--- config.mk ---
export PLATFORM = sky130hd
export DESIGN_NAME = vga_panel_compositor_flat
export DESIGN_NICKNAME = d
export VERILOG_FILES = /design/src/rtl/vga_panel_compositor_if.sv /design/src/rtl/vga_panel_compositor.sv /design/src/flat_wrapper.sv
export SDC_FILE = /design/constraint.sdc
export NUM_CORES = 1
export LEC_CHECK = 0
export ABC_AREA = 1
export CELL_PAD_IN_SITES_DETAIL_PLACEMENT = 0
export CELL_PAD_IN_SITES_GLOBAL_PLACEMENT = 1
export CORE_MARGIN = 1.5
export CORE_UTILIZATION = 30
export DETAILED_ROUTE_END_ITERATION = 12
export PLACE_DENSITY_LB_ADDON = 0.1
export REMOVE_ABC_BUFFERS = 1
export SKIP_LAST_GASP = 1
export SLEW_MARGIN = 20
export SYNTH_ARGS = -nofsm -noshare
export SYNTH_HDL_FRONTEND = slang
export SYNTH_SLANG_ARGS = --single-unit
--- constraint.sdc ---
create_clock -name clk -period 4.04 [get_ports clk]
set_clock_uncertainty 0.15 [all_clocks]
set_input_delay 0.404 -clock clk [delete_from_list [all_inputs] [get_ports clk]]
set_output_delay 0.404 -clock clk [all_outputs]
set_load 0.05 [all_outputs]
--- src/rtl/vga_panel_compositor_if.sv ---
// Image RAM read bus shared by the compositor and the per-panel RAMs.
// The compositor drives the address and the one-hot read enable; every
// panel RAM returns its 24-bit RGB word in its own slice of mem_rdata.
interface vga_panel_compositor_if #(
  parameter int NUM_PANELS = 2,
  parameter int ADDR_W     = 16
);
  logic [ADDR_W-1:0]        mem_addr;
  logic [NUM_PANELS-1:0]    mem_rd_en;
  logic [NUM_PANELS*24-1:0] mem_rdata;

  modport master (
    output mem_addr,
    output mem_rd_en,
    input  mem_rdata
  );

  modport slave (
    input  mem_addr,
    input  mem_rd_en,
    output mem_rdata
  );
endinterface

--- src/rtl/vga_panel_compositor.sv ---
// Pipelined panel compositor for the VGA output path.
// Maps a scan coordinate onto NUM_PANELS horizontally tiled image panels,
// issues one shared read address with a one-hot read enable, and realigns
// the returned RGB data with a tag delay line matched to the RAM latency.
// Latency is MEM_LAT+2 clocks, one pixel per clock, no bubbles.
module vga_panel_compositor #(
  parameter int NUM_PANELS = 2,
  parameter int IMG_W      = 256,
  parameter int IMG_H      = 256,
  parameter int GAP        = 10,
  parameter int X0         = 0,
  parameter int Y0         = 0,
  parameter int MEM_LAT    = 1,
  parameter int COORD_W    = 10,
  parameter int ADDR_W     = 16
) (
  input  logic                  clk,
  input  logic                  rst,
  input  logic                  pix_en,
  input  logic [COORD_W-1:0]    next_x,
  input  logic [COORD_W-1:0]    next_y,
  input  logic [NUM_PANELS-1:0] panel_en,
  input  logic [NUM_PANELS-1:0] mirror_x,
  input  logic [23:0]           bg_color,
  vga_panel_compositor_if.master mem,
  output logic [23:0]           pixel_color,
  output logic [2:0]            pixel_panel,
  output logic                  pixel_in_panel,
  output logic                  pixel_valid
);

  // Tag stages from E1 up to E(MEM_LAT+1); the output register is E(MEM_LAT+2).
  localparam int DL    = MEM_LAT + 1;
  // Tag layout: {valid, hit, panel[2:0], bg[23:0]}
  localparam int TAG_W = 29;

  logic                  s0_valid;
  logic [COORD_W-1:0]    s0_x;
  logic [COORD_W-1:0]    s0_y;
  logic [NUM_PANELS-1:0] s0_en;
  logic [NUM_PANELS-1:0] s0_mirror;
  logic [23:0]           s0_bg;

  logic [NUM_PANELS-1:0] panel_hit;
  logic [ADDR_W-1:0]     panel_addr [NUM_PANELS];
  logic                  hit_any;
  logic [2:0]            hit_idx;
  logic [ADDR_W-1:0]     addr_sel;

  logic [TAG_W-1:0]      dl_tag [1:DL];
  logic [TAG_W-1:0]      tail;
  logic [23:0]           rdata_slice [8];

  // Stage 0: sample coordinate and configuration together so mid-line
  // configuration changes only affect pixels sampled afterwards.
  always_ff @(posedge clk) begin
    if (rst) begin
      s0_valid  <= 1'b0;
      s0_x      <= '0;
      s0_y      <= '0;
      s0_en     <= '0;
      s0_mirror <= '0;
      s0_bg     <= '0;
    end else begin
      s0_valid  <= pix_en;
      s0_x      <= next_x;
      s0_y      <= next_y;
      s0_en     <= panel_en;
      s0_mirror <= mirror_x;
      s0_bg     <= bg_color;
    end
  end

  // Per-panel window test and address. Comparisons are done on full-width
  // integers so coordinates never wrap around a panel boundary.
  generate
    for (genvar gi = 0; gi < NUM_PANELS; gi++) begin : g_panel
      localparam int XP = X0 + gi * (IMG_W + GAP);
      int x_val;
      int y_val;
      int col_off;
      int col;
      assign x_val   = int'(s0_x);
      assign y_val   = int'(s0_y);
      assign col_off = x_val - XP;
      assign col     = s0_mirror[gi] ? (IMG_W - 1 - col_off) : col_off;
      assign panel_hit[gi] = s0_valid && s0_en[gi] &&
                             (x_val >= XP) && (x_val < XP + IMG_W) &&
                             (y_val >= Y0) && (y_val < Y0 + IMG_H);
      assign panel_addr[gi] = ADDR_W'((y_val - Y0) * IMG_W + col);
    end
  endgenerate

  // Pick the (at most one) hitting panel; a miss yields address 0.
  always_comb begin
    hit_any  = 1'b0;
    hit_idx  = '0;
    addr_sel = '0;
    for (int p = 0; p < NUM_PANELS; p++) begin
      if (panel_hit[p]) begin
        hit_any  = 1'b1;
        hit_idx  = 3'(p);
        addr_sel = panel_addr[p];
      end
    end
  end

  // E1 registers the RAM request and shifts the tag line alongside the RAM.
  always_ff @(posedge clk) begin
    if (rst) begin
      mem.mem_addr  <= '0;
      mem.mem_rd_en <= '0;
      for (int k = 1; k <= DL; k++) begin
        dl_tag[k] <= '0;
      end
    end else begin
      mem.mem_addr  <= addr_sel;
      mem.mem_rd_en <= panel_hit;
      dl_tag[1]     <= {s0_valid, hit_any, hit_idx, s0_bg};
      for (int k = 2; k <= DL; k++) begin
        dl_tag[k] <= dl_tag[k-1];
      end
    end
  end

  assign tail = dl_tag[DL];

  // Split the RAM data bus into one slot per possible panel index.
  generate
    for (genvar gi = 0; gi < 8; gi++) begin : g_slice
      if (gi < NUM_PANELS) begin : g_used
        assign rdata_slice[gi] = mem.mem_rdata[gi*24 +: 24];
      end else begin : g_unused
        assign rdata_slice[gi] = '0;
      end
    end
  endgenerate

  // Output stage: panel data on a hit, carried background on a miss,
  // everything zero for an invalid entry.
  always_ff @(posedge clk) begin
    if (rst) begin
      pixel_color    <= '0;
      pixel_panel    <= '0;
      pixel_in_panel <= 1'b0;
      pixel_valid    <= 1'b0;
    end else if (tail[28]) begin
      pixel_valid <= 1'b1;
      if (tail[27]) begin
        pixel_color    <= rdata_slice[tail[26:24]];
        pixel_panel    <= tail[26:24];
        pixel_in_panel <= 1'b1;
      end else begin
        pixel_color    <= tail[23:0];
        pixel_panel    <= '0;
        pixel_in_panel <= 1'b0;
      end
    end else begin
      pixel_color    <= '0;
      pixel_panel    <= '0;
      pixel_in_panel <= 1'b0;
      pixel_valid    <= 1'b0;
    end
  end

endmodule

--- src/flat_wrapper.sv ---
// flat-port wrapper written by rule: the top's interface ports become plain ports
module vga_panel_compositor_flat 
#(
  parameter int NUM_PANELS = 2,
  parameter int IMG_W      = 256,
  parameter int IMG_H      = 256,
  parameter int GAP        = 10,
  parameter int X0         = 0,
  parameter int Y0         = 0,
  parameter int MEM_LAT    = 1,
  parameter int COORD_W    = 10,
  parameter int ADDR_W     = 16
)
  (clk, rst, pix_en, next_x, next_y, panel_en, mirror_x, bg_color, pixel_color, pixel_panel, pixel_in_panel, pixel_valid, mem_mem_addr, mem_mem_rd_en, mem_mem_rdata);
  vga_panel_compositor_if #(.NUM_PANELS(NUM_PANELS), .ADDR_W(ADDR_W)) mem_i ();
  input  logic clk;
  input  logic rst;
  input  logic pix_en;
  input  logic [COORD_W-1:0] next_x;
  input  logic [COORD_W-1:0] next_y;
  input  logic [NUM_PANELS-1:0] panel_en;
  input  logic [NUM_PANELS-1:0] mirror_x;
  input  logic [23:0] bg_color;
  output logic [23:0] pixel_color;
  output logic [2:0] pixel_panel;
  output logic pixel_in_panel;
  output logic pixel_valid;
  output wire logic [$bits(mem_i.mem_addr)-1:0] mem_mem_addr;
  output wire logic [$bits(mem_i.mem_rd_en)-1:0] mem_mem_rd_en;
  input wire logic [$bits(mem_i.mem_rdata)-1:0] mem_mem_rdata;
  assign mem_mem_addr = mem_i.mem_addr;
  assign mem_mem_rd_en = mem_i.mem_rd_en;
  assign mem_i.mem_rdata = mem_mem_rdata;
  vga_panel_compositor #(.NUM_PANELS(NUM_PANELS), .IMG_W(IMG_W), .IMG_H(IMG_H), .GAP(GAP), .X0(X0), .Y0(Y0), .MEM_LAT(MEM_LAT), .COORD_W(COORD_W), .ADDR_W(ADDR_W)) u_core (.clk(clk), .rst(rst), .pix_en(pix_en), .next_x(next_x), .next_y(next_y), .panel_en(panel_en), .mirror_x(mirror_x), .bg_color(bg_color), .mem(mem_i), .pixel_color(pixel_color), .pixel_panel(pixel_panel), .pixel_in_panel(pixel_in_panel), .pixel_valid(pixel_valid));
endmodule
==> results.txt <==
CP Max Fanout -> 5
Pwr Density -> 428 nW/µm²
Share of layout cells above drive strength 1 -> 8.71%
Slew @ Worst Pin -> 0.993 ns
Register area share after synthesis -> 50.4%
Post-placement cell count -> 1,089
Area of the multi-input gates -> 2240 µm²
Final Net Count -> 975
Area leader, netlist -> dfxtp_1
Synth top cells by count -> dfxtp_1, inv_1, nor2_1
Hold depth -> 2
Reg area -> 2940 µm²
Setup TNS -> 0 ns
Clk_lat worst skew -> 0.41 ns
Worst hold path class -> register to register
Setup Buffers After CTS -> 0
Post-CTS Hold Fix Bufs -> 0
Port-buffer cells -> 143
Via count -> 4,583
Distinct cells, synth -> 36
Relative slew slack -> 33.7%
Die area -> 20,300 µm²
Max Clk Rate -> 305 MHz
Status -> finished, final reports clean
Finish-stage setup viols -> 0
Setup CP Type -> register to register
MaxCap Viol Count -> 0
Minimum clock period -> 3.27 ns
Die X -> 143 µm
Clock Tree Root -> clkbuf_16
Total grt overflow -> 0
Final Hold Fails -> 0
Initial antenna violation count -> 0
CP required -> 4.23 ns
Syn Std Cell Area -> 5840 µm²
Prevailing post-synth register cell -> dfxtp_1
Area delta synth->final -> 38.2%
Vias per cell -> 4.09
DR iter-0 viols -> 189
Total CTS buffers -> 17
Die H -> 143 µm
Worst reg2reg path depth -> 18
Post-CTS resize count -> 0
H-tree lvl count -> 4
Pre-antenna DRT Iters -> 4
Top-area cell type share of the netlist area -> 50.4%
Wirelength per Cell -> 12.1 µm
CP endpoint kind -> register
Number of global-route vias before repair -> 4,456
Non-filler cells, final -> 1,121
Largest net degree at the start of global routing -> 62
CTS tree -> yes
Most frequent cell after synthesis -> dfxtp_1
Pleak -> 3.62 nW
IO Count -> 146
Syn Inst Count -> 714
Asr flop ratio synth -> 0%
Peak supply drop -> 287 µV
Synth warnings -> 0
Kind of start point of the critical path -> register
Top post-synthesis cells by area -> dfxtp_1, inv_1, nor2_1
DRT antenna net count -> 0
Post-synth EDFFs -> 0
Core Region -> 18,900 µm²
ANT cells -> 0
# DRC -> 0
Final slew viol count -> 0
Fillers -> 1,878
Clock buffer depth -> 2
RSZ-0062 raised after global routing -> no
Detailed placer's ending HPWL -> 9430 µm
Crit path DAT -> 3.46 ns
Final worst path period share -> 81.1%
GPL Wtd Cong -> 0.766
Final WL -> 13,500 µm
Clk sinks -> 147
Starting Density -> 30.9%
Clk slew on worst S/H paths -> 0.06 ns
Syn_area_per_cell -> 8.18 µm²
Flops & latches, synth -> 147
GRT Total Usage -> 13.8%
# rows -> 50
First-pass GRT wire length -> 21,600 µm
[final timing paths]
path / startpoint / to / slack [ns]
worst min-delay path: u_core.dl_tag[1][12]$_SDFF_PP0_ / u_core.dl_tag[2][12]$_SDFF_PP0_ / 0.25
worst max-delay path: u_core.s0_x[1]$_SDFF_PP0_ / u_core.mem.mem_addr[13]$_SDFF_PP0_ / 0.77
worst min register to register: u_core.dl_tag[1][12]$_SDFF_PP0_ / u_core.dl_tag[2][12]$_SDFF_PP0_ / 0.25
worst max register to register: u_core.s0_x[1]$_SDFF_PP0_ / u_core.mem.mem_addr[13]$_SDFF_PP0_ / 0.77
[state kept, by name (all words and copies together), names as in the netlist]
| signal | flops |
|---|---|
| u_core.s0_x | 10 |
| u_core.s0_y | 10 |
| u_core.s0_mirror | 2 |
| u_core.pixel_in_panel | 1 |
| u_core.s0_en | 2 |
| u_core.s0_valid | 1 |
| u_core.s0_bg | 24 |
| u_core.pixel_panel | 1 |
| u_core.pixel_color | 24 |
| u_core.pixel_valid | 1 |
| u_core.mem.mem_rd_en | 1 |
| u_core.mem.mem_addr | 16 |
| u_core.dl_tag | 54 |
[layout make-up]
type,count,share of cell area [%]
flip-flops and latches,147,36.5
multi-input cells,404,27.8
repair buffers,146,18.0
inverters,132,6.17
clock buffers,18,5.44
well taps,260,4.03
clock inverters,14,2.08
[placed cells by master, fill, tap and decap left out, drive strengths merged]
cell	n
clkbuf	18
nor3	2
nand4	7
xnor2	7
clkinvlp	2
buf	4
dfxtp	147
nand3	14
clkdlybuf4s50	142
bufinv	2
clkinv	4
a21o	1
xor2	23
o311ai	1
fa	2
nand3b	1
inv	138
conb	2
ha	26
or2	6
o21ai	30
a21oi	73
o21bai	2
nand2	87
nor2	117
a31oi	3
[per-stage QoR]
stage          util (%)  setup slack, ns  power, mW  area (µm²)  hold slack, ns
2_1_floorplan         -             1.06       1.72        5690           0.238
6_report           42.7            0.765       3.46        8070           0.245
5_1_grt            42.7            0.312       3.62        8070           0.262
3_5_place_dp       39.5            0.761       1.89        7460           0.243
4_1_cts            42.7            0.744       3.53        8070           0.246
3_3_place_gp       39.5            0.817       1.88        7460           0.242
[kinds of logic (layout without fill, tap and decap cells)]
logic type / after synthesis / count (layout) / synth area share, %
AND/OR/NAND/NOR: 234 / 234 / 17.0
buffers and inverters: 164 / 310 / 11.2
flip-flops: 147 / 147 / 50.4
AO/OA/AOI/OAI: 110 / 110 / 10.5
XOR/XNOR: 30 / 30 / 4.50
adder cells (fa/ha/maj): 28 / 28 / 6.26
other: 1 / 2 / 0.0642
[per-layer routing]
metal | routed length (µm) | part of all wire (%) | track usage (%)
met2 | 6320 | 47 | 22.8
met5 | 0 | 0 | 0
met1 | 6340 | 47 | 16.9
met3 | 685 | 5.1 | 3.77
met4 | 185 | 1.4 | 5.64
[worst max-delay path: stages (launching register included)]
cell and delay (ns):
dfxtp_1 0.42, inv_1 0.08, ha_1 0.23, nor2_1 0.21, o21ai_2 0.11, xor2_1 0.23
ha_1 0.19, inv_1 0.04, ha_1 0.26, a21oi_1 0.20, ha_1 0.29, a21oi_1 0.13
nand2_1 0.10, nand2_1 0.10, nand2_1 0.06, a21oi_1 0.15, xnor2_1 0.13, nand2_1 0.06
o21ai_0 0.07
[power by group]
| part | internal [mW] | switching, mW |
|---|---|---|
| Clock | 0.947 | 0.658 |
| Combinational | 0.170 | 0.163 |
| Sequential | 1.49 | 0.0239 |
Power figures use the tool's default switching activity.
